File: src/rtl/abus_operand_stage.sv
// A-bus operand stage: decodes/overrides a source index, muxes the operand and hands it out via valid/ready.
// Optional ABUS_SKID_EN adds a skid entry so in_ready becomes a registered signal.
module abus_operand_stage #(
    parameter  int BITS    = 16,
    parameter  int OP_BITS = 5,
    parameter  int NUM_SRC = 4,
    localparam int EXT_W   = (NUM_SRC > 4) ? (NUM_SRC - 4) * BITS : 1
) (
    input  logic               clk,
    input  logic               rst,
    input  logic [BITS-1:0]    a_out,
    input  logic [BITS-1:0]    w_out,
    input  logic [BITS-1:0]    pc,
    input  logic [EXT_W-1:0]   ext_src,
    input  logic [OP_BITS-1:0] opcode,
    input  logic               sel_ovr_en,
    input  logic [2:0]         sel_ovr,
    input  logic               in_valid,
    output logic               in_ready,
    output logic [BITS-1:0]    abus,
    output logic               out_valid,
    input  logic               out_ready,
    output logic               sel_err
);

    localparam logic [3:0] NSRC = 4'(NUM_SRC);

    logic [7:0][BITS-1:0] srcs;
    logic [2:0]           dec_idx;
    logic [2:0]           eff_idx;
    logic                 idx_bad;
    logic [BITS-1:0]      in_data;
    logic                 accept;

    assign srcs[0] = a_out;
    assign srcs[1] = ~a_out;
    assign srcs[2] = w_out;
    assign srcs[3] = pc;

    // Slots beyond NUM_SRC read as zero, which is also the forwarded value for a bad index.
    genvar k;
    for (k = 4; k < 8; k++) begin : g_ext
        if (k < NUM_SRC) begin : g_used
            assign srcs[k] = ext_src[(k-4)*BITS +: BITS];
        end else begin : g_zero
            assign srcs[k] = '0;
        end
    end

    if (NUM_SRC == 4) begin : g_noext
        logic unused_ext;
        assign unused_ext = ^ext_src;
    end

    assign dec_idx[2] = 1'b0;
    assign dec_idx[1] = (opcode[3] & opcode[2] & ~opcode[1] & ~opcode[0]) |
                        (opcode[4] & opcode[3]) |
                        (opcode[4] & opcode[1] & opcode[0]);
    assign dec_idx[0] = opcode[4];

    assign eff_idx = sel_ovr_en ? sel_ovr : dec_idx;
    assign idx_bad = ({1'b0, eff_idx} >= NSRC);
    assign in_data = idx_bad ? '0 : srcs[eff_idx];
    assign accept  = in_valid & in_ready;

`ifdef ABUS_SKID_EN
    logic [BITS-1:0] skid_data;
    logic            skid_empty;

    assign in_ready = skid_empty;

    always_ff @(posedge clk) begin
        if (rst) begin
            abus       <= '0;
            out_valid  <= 1'b0;
            skid_data  <= '0;
            skid_empty <= 1'b1;
            sel_err    <= 1'b0;
        end else begin
            sel_err <= sel_err | (accept & idx_bad);
            if (!out_valid || out_ready) begin
                // A held skid entry always drains ahead of new requests (none accepted while full).
                if (!skid_empty) begin
                    abus       <= skid_data;
                    out_valid  <= 1'b1;
                    skid_empty <= 1'b1;
                end else begin
                    out_valid <= accept;
                    if (accept) abus <= in_data;
                end
            end else if (accept) begin
                skid_data  <= in_data;
                skid_empty <= 1'b0;
            end
        end
    end
`else
    assign in_ready = out_ready | ~out_valid;

    always_ff @(posedge clk) begin
        if (rst) begin
            abus      <= '0;
            out_valid <= 1'b0;
            sel_err   <= 1'b0;
        end else begin
            sel_err <= sel_err | (accept & idx_bad);
            if (!out_valid || out_ready) begin
                out_valid <= accept;
                if (accept) abus <= in_data;
            end
        end
    end
`endif

endmodule

File: config.mk
export PLATFORM = sky130hd
export DESIGN_NAME = abus_operand_stage
export DESIGN_NICKNAME = d
export VERILOG_FILES = /design/src/rtl/abus_operand_stage.sv
export SDC_FILE = /design/constraint.sdc
export NUM_CORES = 1
export LEC_CHECK = 0
export ABC_AREA = 1
export CAP_MARGIN = 10
export CORE_UTILIZATION = 44
export CTS_BUF_LIST = sky130_fd_sc_hd__clkbuf_8
export DETAILED_ROUTE_END_ITERATION = 8
export PLACE_DENSITY = 0.88
export SKIP_LAST_GASP = 1
export SLEW_MARGIN = 20
export SYNTH_ARGS = -nofsm -noshare
export SYNTH_HDL_FRONTEND = slang
export SYNTH_SLANG_ARGS = --single-unit
File: constraint.sdc
create_clock -name clk -period 2.9 [get_ports clk]
set_input_delay 0.58 -clock clk [delete_from_list [all_inputs] [get_ports clk]]
set_output_delay 0.58 -clock clk [all_outputs]
set_load 0.005 [all_outputs]
==> results of run 1 <==
[layer usage]
layer	wire, um	track usage, %
met5	0	0
met4	50	9.740
met2	2288	45.34
met3	259	2.731
met1	1946	30.99
[cell type report]
type / count / area [um^2] / area share (%)
clock buffer: 4 / 55.05 / 2.334
inverter: 41 / 153.9 / 6.525
multi-input combinational: 196 / 910.9 / 38.62
sequential: 18 / 360.3 / 15.28
tap: 46 / 57.56 / 2.440
timing repair buffer: 83 / 820.8 / 34.80
[critical path, cell delays in order]
cell	delay [ps]
clkdlybuf4s50_1	460
inv_1	50
nand2_2	80
clkdlybuf4s50_1	510
[through the flow]
step           power [mW]  util, %  cells  hold WS (ps)  instance area [um^2]
3_5_place_dp       0.5871    69.03    384         454.7                  2303
3_3_place_gp       0.5801    69.03    384         438.5                  2303
6_report           0.7949    70.68    388         466.4                  2359
4_1_cts            0.7924    70.68    388         464.5                  2359
5_1_grt            0.8406    70.68    388         483.5                  2359
2_1_floorplan      0.4433        -    268         443.8                  1543
[power by group]
part           switching [mW]  internal (mW)  total, mW  leakage [nW]
Clock                  0.0913          0.121      0.212        0.0288
Sequential             0.0103          0.267      0.277         0.148
Combinational           0.141          0.165      0.306         0.988
Total                   0.242          0.552      0.795          1.16
[flip-flops by register name, summed over array words and instances (netlist names)]
signal,cells
abus,16
out_valid,1
sel_err,1
[layout by cell type (no fill, tap or decap)]
| cell | Yosys | layout |
|---|---|---|
| nand2_1 | 112 | 112 |
| clkdlybuf4s50_1 | 0 | 79 |
| inv_1 | 40 | 40 |
| nand3_1 | 35 | 35 |
| a21oi_1 | 18 | 18 |
| dfxtp_1 | 18 | 18 |
| nand3b_1 | 17 | 17 |
| nand2_2 | 9 | 9 |
| clkbuf_8 | 4 | 4 |
| buf_4 | 0 | 4 |
| nor2_1 | 2 | 2 |
| inv_2 | 1 | 1 |
| a21oi_4 | 1 | 1 |
| nand2_4 | 1 | 1 |
| nor2_2 | 1 | 1 |
[kinds of logic after synthesis]
group / Yosys count / share of synthesized area (%)
AO/OA/AOI/OAI: 19 / 6.894
AND/OR/NAND/NOR: 177 / 52.15
flip-flops: 18 / 23.36
buffers and inverters: 54 / 17.60
[path summary, 6_finish.rpt]
path / start / to / slack (ps) / cells past startpoint
setup / recovery: out_ready / in_ready / 640 / 4
hold / removal: sel_err$_SDFF_PP0_ / sel_err$_SDFF_PP0_ / 470 / 2
setup reg to reg: out_valid$_SDFFE_PP0N_ / abus[1]$_SDFFE_PP0P_ / 1310 / 6
hold reg to reg: sel_err$_SDFF_PP0_ / sel_err$_SDFF_PP0_ / 470 / 2
==> results.yml, run 1 <==
cells_and_area:
  nets: 405
  drive_above_1_share_pct: 6.140
  area_growth_pct: 52.88
  diodes: 0
  n_fill_cell: 329
timing:
  tightest_slew_ps: 688.8
  worst_slack_ps: 636.7
  finalCritPeriodShare_pct: 78.05
  slew_headroom_pct: 53.94
  max_freq_mhz: 441.8
  period_minus_slack_ps: 2263
  setup_tns_ps: 0
  clock_skew_ps: 4.618
  rsz0062_at_grt: "false"
  drv_slew: 0
  finalSetupViolations: 0
  hold_violations: 0
route:
  wl_mm: 4.544
  wire_per_inst_um: 11.71
  drc: 0
  ant_nets: 0
  drt_iter0_drc: 127
  vias: 1899
  drtPass1Iterations: 5
  vias_per_cell: 4.894
logic_synthesis:
  synth_fp_nets: 330
  synthFlopType: "dfxtp_1"
  syn_avg_cell_area_um2: 5.756
  synthArstFlopShare_pct: 0
  syn-cell-area_mm2: 0.001543
  synth-seq-cells: 18
  synthTopCellsByCount: "112 x nand2_1, 40 x inv_1, 35 x nand3_1"
  synth_top_area_share_pct: 27.25
  yosys_warnings: 0
  ys_seq_area_share_pct: 23.36
  synth_area_leaders: "nand2_1 27%, dfxtp_1 23%, nand3_1 11%, inv_1 9.7%, nand3b_1 8.3%"
  synth.largest_area_cell: "nand2_1"
  synth_edf_count: 0
  yosysMostFrequentCell: "nand2_1"
  syn-instance-count: 268
  ys_types: 16
critical_path:
  critPathArrivalTime_ps: 1680
  cp-end-kind: "output pin"
  cp_max_fo: 4
  worstSetupStartpointType: "primary input"
  required_ps: 2320
  path_class: "in2out"
global_routing:
  grt_pass1_wl_mm: 7.176
  antenna_found_initial: 0
  grt_max_degree: 32
  grt-ovfl-total: 0
  grt_usage_pct: 25.32
  grt_pass1_vias: 1732
clock_tree:
  h-tree-depth: 1
  cts.path.max_buffers: 2
  clkSlewWorstSetupHoldPaths_ps: 80
  cts_root_buf: "clkbuf_8"
  cts_sinks: 18
  cts_resized: 0
  cts_tree: "done"
  cts_hold_buf: 0
  clkLatencyLatePin_ps: 260
  cts_made_buffers: 3
  cts_setup_buffers: 0
worst_hold_path:
  min_path_type: "reg2reg"
die:
  io_pins: 81
  start_util_pct: 46.23
  fp.dieH_um: 61.22
  coreArea_mm2: 0.003337
  die_x_um: 61.22
  dieArea_mm2: 0.003747
  rows: 21
run:
  max_cap_violations: 0
placed_design:
  place_congestion: 0.7912
  pre_cts_slack_ps: 550.7
  numPortBuffers: 79
  dp_hpwl_mm: 3.313
outcome:
  status: "finished clean"
pwr:
  power.density_mw_per_mm2: 337.0
  leakagePower_nw: 1.165
  ir_drop_v: 0.0001674
No activity file was read; power rests on OpenSTA's default activity.
==> run 2: changes to the inputs <==
CORE_UTILIZATION = 37   (was 44)
PLACE_DENSITY = 0.79   (was 0.88)
clock period = 2 ns   (was 2.9 ns; I/O delays follow)
==> results.yml, run 2 (synthesized netlist as in run 1, its figures left out) <==
outcome:
  status: "finished clean"
clock_tree:
  cts_setup_buffers: 0
  clkSlewWorstSetupHoldPaths_ps: 70
  cts_made_buffers: 3
  cts_resized: 0
  cts_tree: "done"
  cts.path.max_buffers: 2
  cts_root_buf: "clkbuf_8"
  h-tree-depth: 1
  cts_hold_buf: 0
  clkLatencyLatePin_ps: 250
  cts_sinks: 18
route:
  drt_iter0_drc: 105
  ant_nets: 0
  route.layer.met1.wl_mm: 1.845
  vias: 1883
  wl_mm: 4.263
  drtPass1Iterations: 4
  wl_met3_um: 292
  drc: 0
  highest-signal-layer: "met4"
  wire_per_inst_um: 10.71
  met2_length_mm: 2.122
  vias_per_cell: 4.731
critical_path:
  cp-end-kind: "output pin"
  worstSetupStartpointType: "primary input"
  r2r-end: "abus[5]$_SDFFE_PP0P_"
  required_ps: 1600
  critPathArrivalTime_ps: 1490
  cp_max_fo: 4
  rr_worst_depth: 6
  path_class: "in2out"
  r2r-start: "out_valid$_SDFFE_PP0N_"
  rrSetupSlack_ps: 910
die:
  rows: 23
  coreArea_mm2: 0.004000
  fp.dieH_um: 66.57
  start_util_pct: 38.57
  dieArea_mm2: 0.004432
  die_x_um: 66.57
  io_pins: 81
global_routing:
  antenna_found_initial: 0
  grt_pass1_wl_mm: 7.210
  grt_pass1_vias: 1813
  grt_max_degree: 32
  grt_usage_pct: 20.54
  grt-ovfl-total: 0
pwr:
  ir_drop_v: 0.0003222
  power_mw: 1.160
  leakagePower_nw: 1.213
  p_clk_share_pct: 25.1
  power.switching_mw: 0.3351
  pwr-share-comb_pct: 40.2
  power.density_mw_per_mm2: 471.7
  sequentialPowerShare_pct: 34.7
  switching_share_pct: 28.89
  power.internal_mw: 0.8246
cells_and_area:
  final_util_pct: 61.46
  largest_reg_flops: 16
  reg_top3: "abus: 16 flops, out_valid: 1 flops, sel_err: 1 flops"
  area_growth_pct: 59.37
  final_cell_area_mm2: 0.002459
  most-common-layout-cells: "112 x nand2_1, 79 x clkdlybuf4s50_1, 40 x inv_1"
  final_common_cell: "nand2_1"
  drive_above_1_share_pct: 7.759
  nets: 411
  max_flop_register: "abus"
  diodes: 0
timing:
  rsz0062_at_grt: "false"
  tightest_slew_ps: 217.4
  setup_tns_ps: 0
  clock_skew_ps: 2.686
  finalCritPeriodShare_pct: 94.38
  drv_slew: 0
  period_minus_slack_ps: 1888
  hold_violations: 0
  max_freq_mhz: 529.8
  holdWs_ps: 455.2
  slew_headroom_pct: 85.46
  finalSetupViolations: 0
run:
  max_cap_violations: 0
worst_hold_path:
  min_path_type: "reg2reg"
  hold_depth: 2
  min_to: "sel_err$_SDFF_PP0_"
  min-delay-start: "sel_err$_SDFF_PP0_"
placed_design:
  place_area_mm2: 0.002404
  place_congestion: 0.7902
  numPortBuffers: 79
  dp_hpwl_mm: 3.351
[run 2: how the worst max path moves through the flow]
stage	cells past startpoint	startpoint	end	slack (ps)
after floorplan	7	out_ready	abus[12]$_SDFFE_PP0P_	730
after global placement	4	out_ready	in_ready	120
after detailed placement	10	sel_ovr_en	abus[13]$_SDFFE_PP0P_	70
after CTS	4	out_ready	in_ready	110
after global routing	4	out_ready	in_ready	70
final	4	out_ready	in_ready	110
[run 2: power groups by stage]
stage	logic (mW)	clock network, mW	registers [mW]
3_5_place_dp	0.469	0	0.410
4_1_cts	0.471	0.298	0.402
6_report	0.466	0.291	0.402
3_3_place_gp	0.459	0	0.409
5_1_grt	0.521	0.314	0.405
2_1_floorplan	0.232	0	0.411
[run 2: area by class of cell]
type	instances	area, um^2
Inverter	41	153.9
Clock buffer	4	55.05
Multi-Input combinational cell	196	910.9
Fill cell	403	1541
Timing Repair Buffer	89	915.9
Tap cell	50	62.56
Sequential cell	18	360.3
[run 2: critical path: stages]
cell and delay [ps]:
clkdlybuf4s50_1 450, inv_1 40, nand2_2 80, clkdlybuf4s50_1 500
[run 2: layer usage]
layer | track usage (%) | vias to the layer above
met2 | 40.28 | 73
met4 | 0.7979 | 0
li1 | - | 986
met3 | 4.452 | 2
met1 | 23.26 | 822
met5 | 0 | -
[run 2: through the flow]
| step | worst slack (ps) | cells |
|---|---|---|
| after global placement | 116.3 | 394 |
| after detailed placement | 73.82 | 394 |
| after CTS | 107.1 | 398 |
| after global routing | 66.76 | 398 |
| after floorplan | 727.2 | 268 |
| final | 112.4 | 398 |
